### config.mk
export PLATFORM = sky130hd
export DESIGN_NAME = prog_loader
export DESIGN_NICKNAME = d
export VERILOG_FILES = /design/src/rtl/prog_loader.sv
export SDC_FILE = /design/constraint.sdc
export NUM_CORES = 1
export LEC_CHECK = 0
export ABC_AREA = 1
export CORE_MARGIN = 2
export CORE_UTILIZATION = 57
export CTS_CLUSTER_DIAMETER = 30
export CTS_CLUSTER_SIZE = 24
export DETAILED_ROUTE_END_ITERATION = 16
export PLACE_DENSITY = 0.87
export SETUP_SLACK_MARGIN = 0.15
export SLEW_MARGIN = 20
export SYNTH_ARGS = -nofsm -noshare
export SYNTH_HDL_FRONTEND = slang
export SYNTH_SLANG_ARGS = --single-unit
### constraint.sdc
create_clock -name clk -period 5.2 [get_ports clk]
set_input_delay 0.52 -clock clk [delete_from_list [all_inputs] [get_ports clk]]
set_output_delay 0.52 -clock clk [all_outputs]
set_load 0.005 [all_outputs]
### src/rtl/prog_loader.sv
// Boot loader: assembles a host byte stream (count, little-endian words, XOR checksum)
// into instruction RAM writes and releases the core from reset once the program verifies.
module prog_loader #(
  parameter int DEPTH  = 32,
  parameter int ADDR_W = 5
) (
  input  logic              clk,
  input  logic              rst,
  input  logic              byte_valid,
  input  logic [7:0]        byte_data,
  output logic              byte_ready,
  output logic              mem_we,
  output logic [ADDR_W-1:0] mem_addr,
  output logic [31:0]       mem_wdata,
  output logic              core_rst,
  output logic              done,
  output logic              error,
  output logic [ADDR_W:0]   words_loaded,
  output logic [2:0]        fsm_state
);

  typedef enum logic [2:0] {
    S_IDLE  = 3'd0,
    S_LOAD  = 3'd1,
    S_WRITE = 3'd2,
    S_CHECK = 3'd3,
    S_DONE  = 3'd4,
    S_ERR   = 3'd5
  } state_t;

  localparam logic [7:0] DEPTH_B = 8'(DEPTH);

  state_t          state;
  logic [1:0]      byte_cnt;
  logic [23:0]     word_reg;
  logic [7:0]      acc;
  logic [ADDR_W:0] n_reg;
  logic            take;
  logic [ADDR_W:0] wl_next;

  // Handshake: a byte transfers on a rising edge where byte_valid && byte_ready;
  // byte_ready is low in WRITE, DONE, ERR and whenever rst is high.
  assign byte_ready = !rst && (state == S_IDLE || state == S_LOAD || state == S_CHECK);
  assign take       = byte_valid && byte_ready;
  assign wl_next    = words_loaded + 1'b1;
  assign fsm_state  = state;

  always_ff @(posedge clk) begin
    if (rst) begin
      state        <= S_IDLE;
      mem_we       <= 1'b0;
      mem_addr     <= '0;
      mem_wdata    <= '0;
      core_rst     <= 1'b1;
      done         <= 1'b0;
      error        <= 1'b0;
      words_loaded <= '0;
      byte_cnt     <= '0;
      word_reg     <= '0;
      acc          <= '0;
      n_reg        <= '0;
    end else begin
      case (state)
        S_IDLE: begin
          if (take) begin
            if (byte_data == 8'd0 || byte_data > DEPTH_B) begin
              state <= S_ERR;
              error <= 1'b1;
            end else begin
              n_reg    <= byte_data[ADDR_W:0];
              byte_cnt <= '0;
              acc      <= '0;
              state    <= S_LOAD;
            end
          end
        end
        S_LOAD: begin
          if (take) begin
            acc      <= acc ^ byte_data;
            byte_cnt <= byte_cnt + 2'd1;
            if (byte_cnt == 2'd3) begin
              // Fourth byte completes the word; it is written during the WRITE cycle.
              mem_we    <= 1'b1;
              mem_addr  <= words_loaded[ADDR_W-1:0];
              mem_wdata <= {byte_data, word_reg};
              state     <= S_WRITE;
            end else begin
              word_reg[{byte_cnt, 3'b000} +: 8] <= byte_data;
            end
          end
        end
        S_WRITE: begin
          mem_we       <= 1'b0;
          words_loaded <= wl_next;
          state        <= (wl_next == n_reg) ? S_CHECK : S_LOAD;
        end
        S_CHECK: begin
          if (take) begin
            if (byte_data == acc) begin
              state    <= S_DONE;
              done     <= 1'b1;
              core_rst <= 1'b0;
            end else begin
              state <= S_ERR;
              error <= 1'b1;
            end
          end
        end
        S_DONE: state <= S_DONE;
        S_ERR:  state <= S_ERR;
        default: begin
          state <= S_ERR;
          error <= 1'b1;
        end
      endcase
    end
  end

endmodule
After elaboration in Yosys (flattened, before gate mapping)
Index checks and enable logic that the tools add are counted.
Word-level totals
  bits in registers: 90
  logic and storage cells: 81
Operators by class
  shifts and indexed selects: 2
  reductions and logical operators: 19
  multiplexer cells: 25
  bitwise gates (word level): 4
  $add $sub $neg: 3
  equality and inequality tests: 15
  order comparisons: 1
Operator list (count)
  bitwise mux 24 bit: 1
  2-to-1 mux 8 bit: 3
  variable shift 8 x 7 -> 24 bit, first input constant: 1
  indexed part select 8 x 7 -> 24 bit: 1
  one-hot mux 8 bit (2 select lines): 1
  2-to-1 mux 3 bit: 5
  one-hot mux 3 bit (5 select lines): 1
  AND reduction 3 bit: 5
  inequality test 2 bit, second input constant: 5
  == test 8 bit: 1
  greater-than comparator 8 x 6 -> 1 bit, second input constant: 1
  logical NOT 8 bit: 1
  2-to-1 mux 2 bit: 4
  AND reduction 4 bit: 2
  bitwise XOR 8 bit: 1
  2-to-1 mux 1 bit: 7
  negation 5 -> 7 bit: 1
  adder 6 x 1 -> 6 bit, second input constant: 1
  == test 3 x 2 -> 1 bit, second input constant: 2
  == test 3 bit, second input constant: 2
  == test 6 bit: 1
  AND reduction 5 bit: 1
  inequality test 2 x 1 -> 1 bit, second input constant: 2
  one-hot mux 2 bit (2 select lines): 1
  12 further kinds: 18

Depth between registers and ports, before layout
Gate-level depths: netlist of run 1.
  depth after elaboration: 7
  mapped depth: 12

Worst setup path before layout of run 1
Ideal clock, no wire load.
  kind: register -> register
  start: register byte_cnt[0]
  end: register word_reg[20]
  stages on the path, launching flop included: 10
  path slack: 3.233 ns
  data required time: 5.130 ns
  data arrival time: 1.897 ns
  path through: dfxtp_1 buf_2 clkinv_1 ha_1 clkbuf_1 inv_1 clkbuf_1 nor4_1 o21ai_0 a21oi_1
On the way
  cells in the longest elaborated chain, start to end: 3
Ends and longest elaborated chain
  start, declared: RTL line 34  | logic [1:0] byte_cnt;
  start signal, assigned: RTL line 80  | byte_cnt <= byte_cnt + 2'd1;
  negation 5 -> 7 bit or == test 2 bit (tied branches): RTL line 88, 81
  indexed part select 8 x 7 -> 24 bit, or another cell as far along: RTL line 88  | word_reg[{byte_cnt, 3'b000} +: 8] <= byte_data;
  bitwise mux 24 bit or AND reduction 3 bit (tied branches)
  end signal, assigned by index: RTL line 88
  end, declared: RTL line 35  | logic [23:0] word_reg;
Several ways; a longest one is shown, not always the timed one.
A chain may end at the register's enable or synchronous reset.

Worst setup path in the final report of run 1
  start: input port rst
  end: register mem_addr[0]
On the way
  cells in the longest elaborated chain, start to end: 4
Ends and longest elaborated chain
  start, declared: RTL line 8  | input logic rst,
  logical NOT 1 bit: RTL line 43  | assign byte_ready = !rst && (state == S_IDLE || state == S_LOAD || state == S_CHECK);
  logical AND 1 bit: RTL line 43
  logical AND 1 bit: RTL line 44  | assign take = byte_valid && byte_ready;
  AND reduction 3 bit (no line)
  end signal, assigned: RTL line 84  | mem_addr <= words_loaded[ADDR_W-1:0];
  end, declared: RTL line 13  | output logic [ADDR_W-1:0] mem_addr,
Several ways; a longest one is shown, not always the timed one.

==> results.md, run 1 <==
Place:
- Port buffering added roughly 60 buffers.
- Routability-driven placement finished with a final weighted congestion of between 0.8 and 0.9.
- Once detailed placement completed, the half-perimeter wirelength came to about 6300 um.

STA:
- Derived from the worst setup path, the maximum achievable clock frequency is just under 400 MHz.
- Setup violations remaining at the end of the flow were counted as 0.
- For the pin with the worst max-slew slack, the measured transition is 0.841 ns.
- For the finished layout, the period the worst path requires is 2.52 ns.
- Across all hold checks on the routed design, the worst slack comes to approximately 0.46 ns.
- The number of hold-slack violations in the final timing report is 0.
- The worst clock skew is approximately 0.004 ns.
- Dividing the final minimum period by the clock period gives 0.484.
- For the final routed database, the setup TNS stands at 0 ns.
- Measured against its own limit, the worst slew margin works out to 0.438.
- Setup repair after global routing left no endpoint under its margin.
- The number of max-slew violations in the final report is 0.

Cells and area:
- The register with the most flip-flops in the layout has 32 of them.
- 0 antenna diodes ended up in the layout.
- The share of cells above drive strength 1 is 0.0826.
- The total number of nets in the final design is around 570.
- The number of inserted filler cells in the final layout is approximately 500.
- From synthesis to final layout, the design area changed by 21.4%.

Yosys:
- The combined area of all synthesized cells is slightly below 4000 um2.
- Synthesis instantiated 38 different standard cells from the library.
- The Yosys warning count is 0.
- The number of cells produced by synthesis is 498.
- The flop and latch count out of synthesis is 90.
- A synthesized cell averages around 7.7 um2.
- Counting flops with an async set or reset pin after synthesis yields a share of 0.
- For this run, the register share of the synthesized area comes to 0.468.
- In this run, synthesis inferred 0 flip-flops with an integrated enable.
- The main flop type after synthesis is dfxtp_1.
- Counting every net in the synthesized netlist gives around 520.

Clock tree:
- The TritonCTS clock tree is done.
- The number of resized instances in the post-cts repair step is 0.
- The clock-pin transition on the worst setup and hold timing paths is 0.09 ns.
- The number of clock buffers added by TritonCTS is 9.
- No sink is reached through more buffers than the 2 on the longest clock path.
- Counting every sink on the clock net gives 90.
- The clock tree synthesis step divided the H-tree into 3 levels.
- In this run the post-CTS setup repair buffer count came out at 0.
- The count of hold buffers inserted by post-cts repair is 0.
- The clock insertion delay at the later pin of the skew report is between 0.3 and 0.4 ns.
- In this run the clock root is driven by a clkbuf_8.

Worst setup path:
- The kind of start point of the critical path is an input pin.
- At the worst endpoint, the required time is approximately 5.5 ns.
- The worst setup path is captured at a flop.
- The worst register-to-register path has a setup slack of between 2 and 3 ns.
- The critical path in this run is classified as in2reg.
- Along the worst path, the maximum fanout reaches 34.
- The arrival time at the worst endpoint is ~2.8 ns.

Detailed routing:
- The post-route antenna net violation count is 0.
- After detailed routing, the number of vias per cell comes to around 5.7.
- For this block, the initial DRC count from the detailed router was 250.
- The average wire length per cell after detail routing is between 10 and 15 um.
- The first-pass iteration count of the detailed router is 5.
- The DRC violation count after routing is 0.
- The routed layout has around 3600 vias.
- The routed design has between 9000 and 10000 um of wire.

Hold path:
- The path class of the lowest-slack min-delay path is reg2reg.

Pwr:
- Power spread over the standard cell area amounts to ~330 nW/um2.
- IR analysis of the VDD net gives a maximum drop of 210 uV.
- The leakage power total is about 0.0018 uW.

Floorplanning:
- The floorplan step set the die width to approximately 86 um.
- The core area is around 6500 um2.
- The top-level port count is just over 60.
- The area of the die is around 7400 um2.
- The initial utilization of the core area, before any placement, comes to 0.597.
- The floorplan row count is 29.
- The vertical die dimension is about 86 um.

Global routing:
- The wire length of the first global-routing pass is 15200 um.
- For this run the aggregate overflow at the end of global routing stands at 0.
- Entering global routing, the biggest net connects 61 pins.
- The initial antenna violation count was 0.
- The all-layer global routing usage is 0.255.
- The via count of the first global-routing pass is roughly 3300.

Flow run:
- The number of maximum-capacitance constraint violations is 0.

Status:
- The flow ran to the end, and the final reports show no timing, DRC or antenna violations.
## placed cells by master (no fill, tap or decap)
cell and n:
xor2_1 5, clkdlybuf4s50_1 61, nor3_1 5, inv_2 3
clkinv_4 3, a22oi_1 1, buf_4 3, o21ai_1 3
nand4_2 1, a21boi_0 1, clkbuf_8 10, a31oi_1 2
ha_1 6, nor2_2 1, o22ai_1 5, nand2_2 3
clkinvlp_4 3, inv_1 34, nor2_8 1, clkinv_1 1
nand4_1 6, nand3_1 22, a211oi_2 3, a21oi_1 54
or2_2 4, inv_4 2, xnor2_1 4, nor2_4 1
o21ai_0 63, clkinv_2 2, nor4_1 11, nand4_4 1
nand2_1 57, nor2_1 80, bufinv_16 1, dfxtp_1 90
nor3_2 1, nand2_4 3
## path summary, 6_finish.rpt
| check | from | endpoint | cells after the start |
|---|---|---|---|
| worst max-delay path | rst | mem_addr[0] | 8 |
| worst min-delay path | core_rst | core_rst | 2 |
| worst max register to register | byte_cnt[0] | mem_addr[0] | 6 |
| worst min register to register | core_rst | core_rst | 2 |
## Yosys cell counts, types with 2 or more instances
master / instances / area (um2)
buf_6: 2 / 22.5
buf_2: 3 / 15.0
clkinv_4: 2 / 17.5
xor2_1: 5 / 43.8
nand2_1: 57 / 214
nand3_1: 22 / 110
o22ai_1: 5 / 31.3
nand4_1: 6 / 37.5
nand2_2: 3 / 18.8
nor4_1: 11 / 68.8
ha_1: 6 / 75.1
inv_2: 3 / 11.3
a211oi_2: 3 / 37.5
inv_1: 34 / 128
o21ai_1: 3 / 15.0
nor3_1: 5 / 25.0
buf_4: 3 / 22.5
nand2_4: 3 / 33.8
o21ai_0: 63 / 315
a21oi_1: 54 / 270
clkbuf_1: 12 / 45.0
nor2_1: 80 / 300
a31oi_1: 2 / 12.5
xnor2_1: 4 / 35.0
or2_2: 4 / 25.0
dfxtp_1: 90 / 1800
inv_4: 2 / 12.5
## per-layer routing
layer / global-route usage / part of all wire / up-vias
met5: 0 / 0 / -
met2: 0.420 / 0.48 / 153
met4: 0.119 / 0.022 / 0
li1: - / - / 1765
met3: 0.0438 / 0.063 / 21
met1: 0.328 / 0.43 / 1650
## through the flow
step           instances  utilization  power [uW]  setup WS [ns]  area, um2
2_1_floorplan        498            -         969           3.23       3850
3_3_place_gp         618        0.693        1050           2.43       4470
3_5_place_dp         618        0.693        1070           2.29       4470
4_1_cts              634        0.724        1550           2.67       4680
5_1_grt              634        0.724        1610           2.47       4680
6_report             634        0.724        1550           2.68       4680
## cells by family after synthesis
kind of cell / count (synthesis) / synth area share
fa+ha+maj: 6 / 0.0195
flops: 90 / 0.468
compound gates: 132 / 0.181
xor+xnor: 9 / 0.0205
buf+inv: 64 / 0.0743
simple gates: 197 / 0.237
## where the power goes
part	internal (uW)	total (uW)	switching, uW
registers	719	752	33.4
logic	115	318	202
clock network	235	482	247
total	1070	1550	483
## critical path, stage by stage
cell and delay (ns):
clkdlybuf4s50_1 0.39, buf_4 0.23, clkinv_2 0.11, nand4_4 0.16, nor2_2 0.68, buf_4 0.41, o21ai_0 0.13, a21oi_1 0.16
## layout make-up
class / instances / area (um2) / area share
repair buffers: 64 / 633 / 0.135
inverters: 43 / 178 / 0.0380
multi-input cells: 344 / 1770 / 0.377
flip-flops and latches: 90 / 1800 / 0.385
clock inverters: 6 / 66.3 / 0.0142
well taps: 77 / 96.3 / 0.0206
clock buffers: 10 / 138 / 0.0294
Note: power is estimated with default switching activity, not from simulation.
==> run 2: changes to the inputs <==
--- a/config.mk
+++ b/config.mk
@@ -7,11 +7,11 @@
 export LEC_CHECK = 0
 export ABC_AREA = 1
 export CORE_MARGIN = 2
-export CORE_UTILIZATION = 57
+export CORE_UTILIZATION = 48
 export CTS_CLUSTER_DIAMETER = 30
 export CTS_CLUSTER_SIZE = 24
 export DETAILED_ROUTE_END_ITERATION = 16
-export PLACE_DENSITY = 0.87
+export PLACE_DENSITY = 0.79
 export SETUP_SLACK_MARGIN = 0.15
 export SLEW_MARGIN = 20
 export SYNTH_ARGS = -nofsm -noshare
==> constraint.sdc (replaced) <==
create_clock -name clk -period 2.1 [get_ports clk]
set_input_delay 0.21 -clock clk [delete_from_list [all_inputs] [get_ports clk]]
set_output_delay 0.21 -clock clk [all_outputs]
set_load 0.005 [all_outputs]
==> run 2 against run 1 <==
  * Critical path depth down 4
  * First-iteration DRC count decreased by 19%
  * Via count fell by 1.0%
  * Cell area rose by 4.2%
  * Utilization shrank 9.7 points
  * Die area rose by 18%
  * Clock power grew to 3.0 times the previous value
  * Sequential share of layout area shrank 1.6 points
  * Global-route usage decreased by 3.1 points
  * Non-clock buffer count rose by 14
  * Sequential cell count unchanged
  * Sequential power is 150% higher
  * Critical path type is now reg2out
  * Largest power group unchanged
  * Highest routed layer unchanged
==> results.md, run 2 (synthesized netlist as in run 1, its figures left out) <==
Pwr:
- The worst ir drop on vdd is ~520 uV.
- The sequential share of power is 0.454.
- The power density of the placed cells is 838 nW/um2.
- In this run the static leakage power is roughly 0.0019 uW.
- The switching power as a share of total power is 0.289.
- The internal portion of total power is about 2900 uW.
- The reported net switching power is 1180 uW.
- Of the total power, combinational logic draws 0.191.
- The share of total power dissipated in the clock network is 0.355.

Detailed routing:
- For this run, design rule violations remaining after detail routing come to 0.
- The routed wire length is slightly above 9000 um.
- The first-pass iteration count of the detailed router is 5.
- After the first detailed-routing iteration, the DRC count stood at a little over 200.
- The detail-routed via count per cell is ~5.3.
- The average wire length per cell after detail routing is 13.7 um.
- The post-route antenna net violation count is 0.
- The routed via count is 3552.

Floorplanning:
- The vertical die dimension is 93.6 um.
- The top-level port count is 62.
- The area of the die is ~9000 um2.
- The initial standard-cell utilization of the core is 0.496.
- Row generation in the floorplan step produced 32 rows.
- The horizontal die dimension is about 94 um.
- The core area is 7770 um2.

Clock tree:
- TritonCTS built the clock tree.
- Clock tree synthesis inserted a total of 9 buffers.
- The root buffer cell is clkbuf_8.
- The count of buffers added by post-CTS timing repair for setup is 0.
- The maximum clock path buffer count is 2.
- The clock net sink count is 90.
- The clock tree synthesis step divided the H-tree into 3 levels.
- The clock insertion delay at the later pin of the skew report is about 0.37 ns.
- The clock-pin transition on the worst setup and hold timing paths is 0.09 ns.
- In this run, post-CTS hold repair placed 0 buffers.
- The number of resized instances in the post-cts repair step is 0.

STA:
- The number of hold-slack violations in the final timing report was 0.
- Setup violations remaining at the end of the flow were counted as 0.
- Setup repair after global routing left no endpoint under its margin.
- The worst-margin pin slew is ~0.53 ns.
- The worst clock skew is 0.00919 ns.
- The setup TNS is 0 ns.
- The shortest clock period the worst path allows after layout is 1.83 ns.
- The number of max-slew violations in the final report is 0.
- Based on the critical path, the design can be clocked at up to 546 MHz.
- In this run the tightest slew margin relative to its limit is 0.647.
- The post-route fraction of the period consumed by the critical path is 0.871.

Place:
- The count of buffers from port buffering is ~60.
- After detailed placement, the total cell area comes to 4620 um2.
- The last weighted congestion value of the routability-driven placer is 0.852.
- After legalization and detailed placement, the total HPWL measured 6510 um.

Global routing:
- The largest net degree at the start of global routing is 45.
- The via count of the first global-routing pass was 3388.
- The initial antenna violation count is 0.
- The remaining global-route overflow is 0.
- The first global-routing pass estimated 15500 um of wire.
- Across every metal layer, demand over resource in global routing totals 0.224.

Worst setup path:
- STA puts the critical path data required time at between 1.5 and 2 ns.
- The worst setup path is launched from a flop.
- The critical path endpoint category is an output pin.
- The worst setup path is of the reg2out kind.
- The arrival time at the worst endpoint is roughly 1.6 ns.
- The largest driver fanout on the critical path is 6.

Status:
- The flow ran to the end, and the final reports show no timing, DRC or antenna violations.

Cells and area:
- The flip-flop count of the largest register, all copies and words added is 32.
- In the layout the commonest cells are dfxtp_1, nor2_1, o21ai_0, clkdlybuf4s50_1, nand2_1.
- The area overhead of the layout relative to synthesis is 26.5%.
- The total number of nets in the final design is ~580.
- The repair_antennas step left the layout with diodes totalling 0.
- Of the cells placed in the final design, the portion with a size suffix greater than 1 is 0.107.
- After routing the design area is approximately 4900 um2.
- The number of inserted filler cells in the final layout is 686.
- The most common cell after layout, fill and taps aside is dfxtp_1.

Hold path:
- The tightest min-delay check is of the reg2reg type.

Flow run:
- Max-cap violations in this run came to 0.
run 2: changes by cell type in the layout (fill, tap and decap cells not counted), sizes merged:
cell and change:
buf +14, clkinvlp -1, clkinv -1, bufinv +2
run 2: per-stage QoR:
step           hold slack [ns]  power, uW  setup WS [ns]   util  std cells
6_report                 0.459       4090          0.270  0.628        673
5_1_grt                  0.476       4270          0.185  0.628        673
4_1_cts                  0.459       4100          0.254  0.628        673
3_5_place_dp             0.446       2660          0.151  0.595        657
3_3_place_gp             0.445       2640          0.187  0.595        657
2_1_floorplan            0.345       2400          0.260      -        498
run 2: critical path, cell delays in order, from the launching register on:
cell and delay (ns):
dfxtp_1 0.40, inv_2 0.09, nor2_1 0.23, nor3_1 0.08, clkdlybuf4s50_1 0.45
run 2: power by group through the flow:
| stage | Clock [uW] | Combinational [uW] | Sequential, uW |
|---|---|---|---|
| 2_1_floorplan | 0 | 515 | 1880 |
| 3_3_place_gp | 0 | 753 | 1890 |
| 3_5_place_dp | 0 | 767 | 1890 |
| 4_1_cts | 1470 | 776 | 1850 |
| 5_1_grt | 1540 | 860 | 1870 |
| 6_report | 1450 | 782 | 1850 |
run 2: final cells by class:
class | count | area (um2) | area share
Clock buffer | 10 | 138 | 0.0282
Clock inverter | 6 | 114 | 0.0234
Inverter | 43 | 179 | 0.0367
Multi-Input combinational cell | 344 | 1770 | 0.362
Sequential cell | 90 | 1800 | 0.370
Tap cell | 102 | 128 | 0.0262
Timing Repair Buffer | 78 | 751 | 0.154
run 2: worst paths after layout:
| path | end | depth (start not counted) | slack [ns] | start |
|---|---|---|---|---|
| max | byte_ready | 4 | 0.27 | fsm_state[1] |
| min | word_reg[21] | 2 | 0.46 | word_reg[21] |
| max reg2reg | word_reg[22] | 6 | 0.37 | byte_cnt[0] |
| min reg2reg | word_reg[21] | 2 | 0.46 | word_reg[21] |
run 2: per-layer routing:
metal	vias up	routed length, um	GRT usage
li1	1805	-	-
met1	1623	4180	0.285
met5	-	0	0
met3	20	489	0.0475
met2	104	4340	0.366
met4	0	239	0.0978
==> run 3: changes to the inputs <==
--- a/config.mk
+++ b/config.mk
@@ -7,11 +7,11 @@
 export LEC_CHECK = 0
 export ABC_AREA = 1
 export CORE_MARGIN = 2
-export CORE_UTILIZATION = 48
+export CORE_UTILIZATION = 53
 export CTS_CLUSTER_DIAMETER = 30
 export CTS_CLUSTER_SIZE = 24
 export DETAILED_ROUTE_END_ITERATION = 16
-export PLACE_DENSITY = 0.79
+export PLACE_DENSITY = 0.82
 export SETUP_SLACK_MARGIN = 0.15
 export SLEW_MARGIN = 20
 export SYNTH_ARGS = -nofsm -noshare
==> constraint.sdc (replaced) <==
create_clock -name clk -period 1.8 [get_ports clk]
set_input_delay 0.18 -clock clk [delete_from_list [all_inputs] [get_ports clk]]
set_output_delay 0.18 -clock clk [all_outputs]
set_load 0.005 [all_outputs]
==> run 3 against run 2 <==
  * Via count is 5.4% higher
  * Die area shrank 9.0%
  * First-iteration DRC count grew 22%
  * Clock power increased by 7%
==> results.md, run 3 (synthesized netlist as in run 1, its figures left out) <==
Status:
- The run finished with clean final reports.

Floorplanning:
- The core area is just over 7000 um2.
- Pin placement for this block handled 62 I/O pins.
- The floorplan row count is 31.
- From bottom edge to top edge, the die measures just under 90 um.
- The initial standard-cell utilization of the core is 0.540.
- The horizontal die dimension is just under 90 um.
- The die covers 7970 um2.

Worst setup path:
- The arrival time at the worst endpoint is between 1.5 and 2 ns.
- The critical path endpoint category is a flop.
- Of all nets on the critical path, the largest fanout is 13.
- The required time of the critical path is ~2.1 ns.
- The setup path with the least slack is of type reg2reg.
- In this run the register-to-register setup slack is roughly 0.14 ns.
- STA classifies the critical path startpoint as a flop.

Detailed routing:
- For this run, the detailed router's first-pass iteration total came to 5.
- The number of DRC markers after the initial detailed-route iteration is ~250.
- In the routed layout, each cell is associated on average with a via count of around 5.4.
- The routed layout has 3743 vias.
- The post-route antenna net violation count is 0.
- In the final routed layout, each cell accounts on average for roughly 14 um.
- For this run, design rule violations remaining after detail routing come to 0.
- The routed wire length is 9790 um.

Cells and area:
- The area overhead of the layout relative to synthesis is 33.0%.
- The final antenna diode count is 0.
- The area of the multi-input gates is approximately 1800 um2.
- The flip-flop count of the largest register, all copies and words added is 32.
- In the layout the commonest cells are dfxtp_1, nor2_1, clkdlybuf4s50_1, o21ai_0, nand2_1.
- In the final layout, the share of cells above drive strength 1 is 0.161.
- The most common cell after layout, fill and taps aside is dfxtp_1.
- Across the whole layout, storage elements account for ~1800 um2.
- After filler insertion, the fill cell instance count of the layout stands at roughly 580.
- The net count of the finished layout is between 600 and 700.

Global routing:
- The initial antenna violation count is 0.
- Entering global routing, the biggest net connects 53 pins.
- Global routing finished with a remaining overflow of 0.
- The first global-routing pass estimated ~14000 um of wire.
- The all-layer global routing usage is 0.235.
- The via count of the first global-routing pass is 3230.

STA:
- The tightest hold path in the finished design has a slack of about 0.45 ns.
- The number of hold-slack violations in the final timing report came to 0.
- The number of setup violations in the final report is 0.
- The worst clock skew is 0.00942 ns.
- Setup repair after global routing could not meet its margin everywhere.
- The worst path needs 1.66 ns of the cycle, external delays included.
- The maximum operating frequency is approximately 600 MHz.
- The worst-margin pin slew is 0.390 ns.
- Headroom to the max-slew limit came out at 0.738.
- The number of max-slew violations in the final report is 0.
- Dividing the final minimum period by the clock period gives 0.924.

Pwr:
- The power density of the placed cells is 936 nW/um2.
- The leakage power total is 0.00206 uW.
- The worst ir drop on vdd is roughly 640 uV.
- The total power after layout is ~4800 uW.

Place:
- Input and output buffers added on the ports amount to 61.
- The last weighted congestion value of the routability-driven placer is 0.903.
- The placed wire-length estimate after detailed placement is between 6000 and 7000 um.

Clock tree:
- TritonCTS built the clock tree.
- The number of CTS-inserted buffers is 9.
- The clock tree synthesis step divided the H-tree into 3 levels.
- No sink is reached through more buffers than the 2 on the longest clock path.
- The clock-pin transition on the worst setup and hold timing paths is approximately 0.09 ns.
- The tree built by TritonCTS fans out to 90 sinks.
- At the later pin of the worst-skew pair, clock insertion delay measures about 0.36 ns.
- The tree is rooted in a clkbuf_8.
- Buffers inserted to repair hold after CTS numbered 0.

Flow run:
- Max-cap violations in this run came to 0.

Hold path:
- The path class of the lowest-slack min-delay path is reg2reg.
## run 3: through the flow
step / TNS [ns] / utilization / instance area, um2 / std cells / worst slack (ns)
2_1_floorplan: 0 / - / 3860 / 498 / 0.160
3_3_place_gp: -0.354 / 0.651 / 4650 / 657 / -0.117
3_5_place_dp: -1.37 / 0.651 / 4650 / 657 / -0.202
4_1_cts: 0 / 0.685 / 4890 / 674 / 0.149
5_1_grt: 0 / 0.718 / 5130 / 688 / 0.0356
6_report: 0 / 0.718 / 5130 / 688 / 0.137
## run 3: repair_timing
action | in CTS | in global routing
gates cloned | 0 | 4
pin swaps | 0 | 6
resized for setup | 5 | 26
setup buffers | 1 | 10
setup endpoints to repair | 3 | 76
## run 3: power by group
part | leakage [uW] | internal [uW] | switching (uW)
clock network | 0.000117 | 859 | 691
registers | 0.000729 | 2090 | 97.0
logic | 0.00122 | 445 | 615
total | 0.00206 | 3390 | 1400
## run 3: per-layer routing
layer / track usage / routed length, um / vias to the layer above
met2: 0.380 / 4710 / 135
met1: 0.316 / 4410 / 1757
met5: 0 / 0 / -
met4: 0.0963 / 134 / 0
met3: 0.0351 / 541 / 14
li1: - / - / 1837
## run 3: worst paths after layout
| check | start | to | cells past startpoint |
|---|---|---|---|
| max | fsm_state[1] | mem_wdata[26] | 10 |
| min | core_rst | core_rst | 2 |
| max reg2reg | fsm_state[1] | mem_wdata[26] | 10 |
| min reg2reg | core_rst | core_rst | 2 |
## run 3: cell type report
type,instances,share of cell area
multi-input combinational,344,0.355
sequential,90,0.354
timing repair buffer,95,0.184
inverter,43,0.0369
clock buffer,12,0.0303
tap,99,0.0242
clock inverter,4,0.0144
timing repair inverter,1,0.000976
## run 3: critical path, cell delays in order (launching register included)
cell,delay (ns)
dfxtp_4,0.37
inv_2,0.07
buf_6,0.12
nand2_2,0.08
nor2_4,0.17
nand2_2,0.09
nor2_4,0.12
buf_12,0.15
buf_12,0.13
o21ai_0,0.10
a21oi_1,0.20
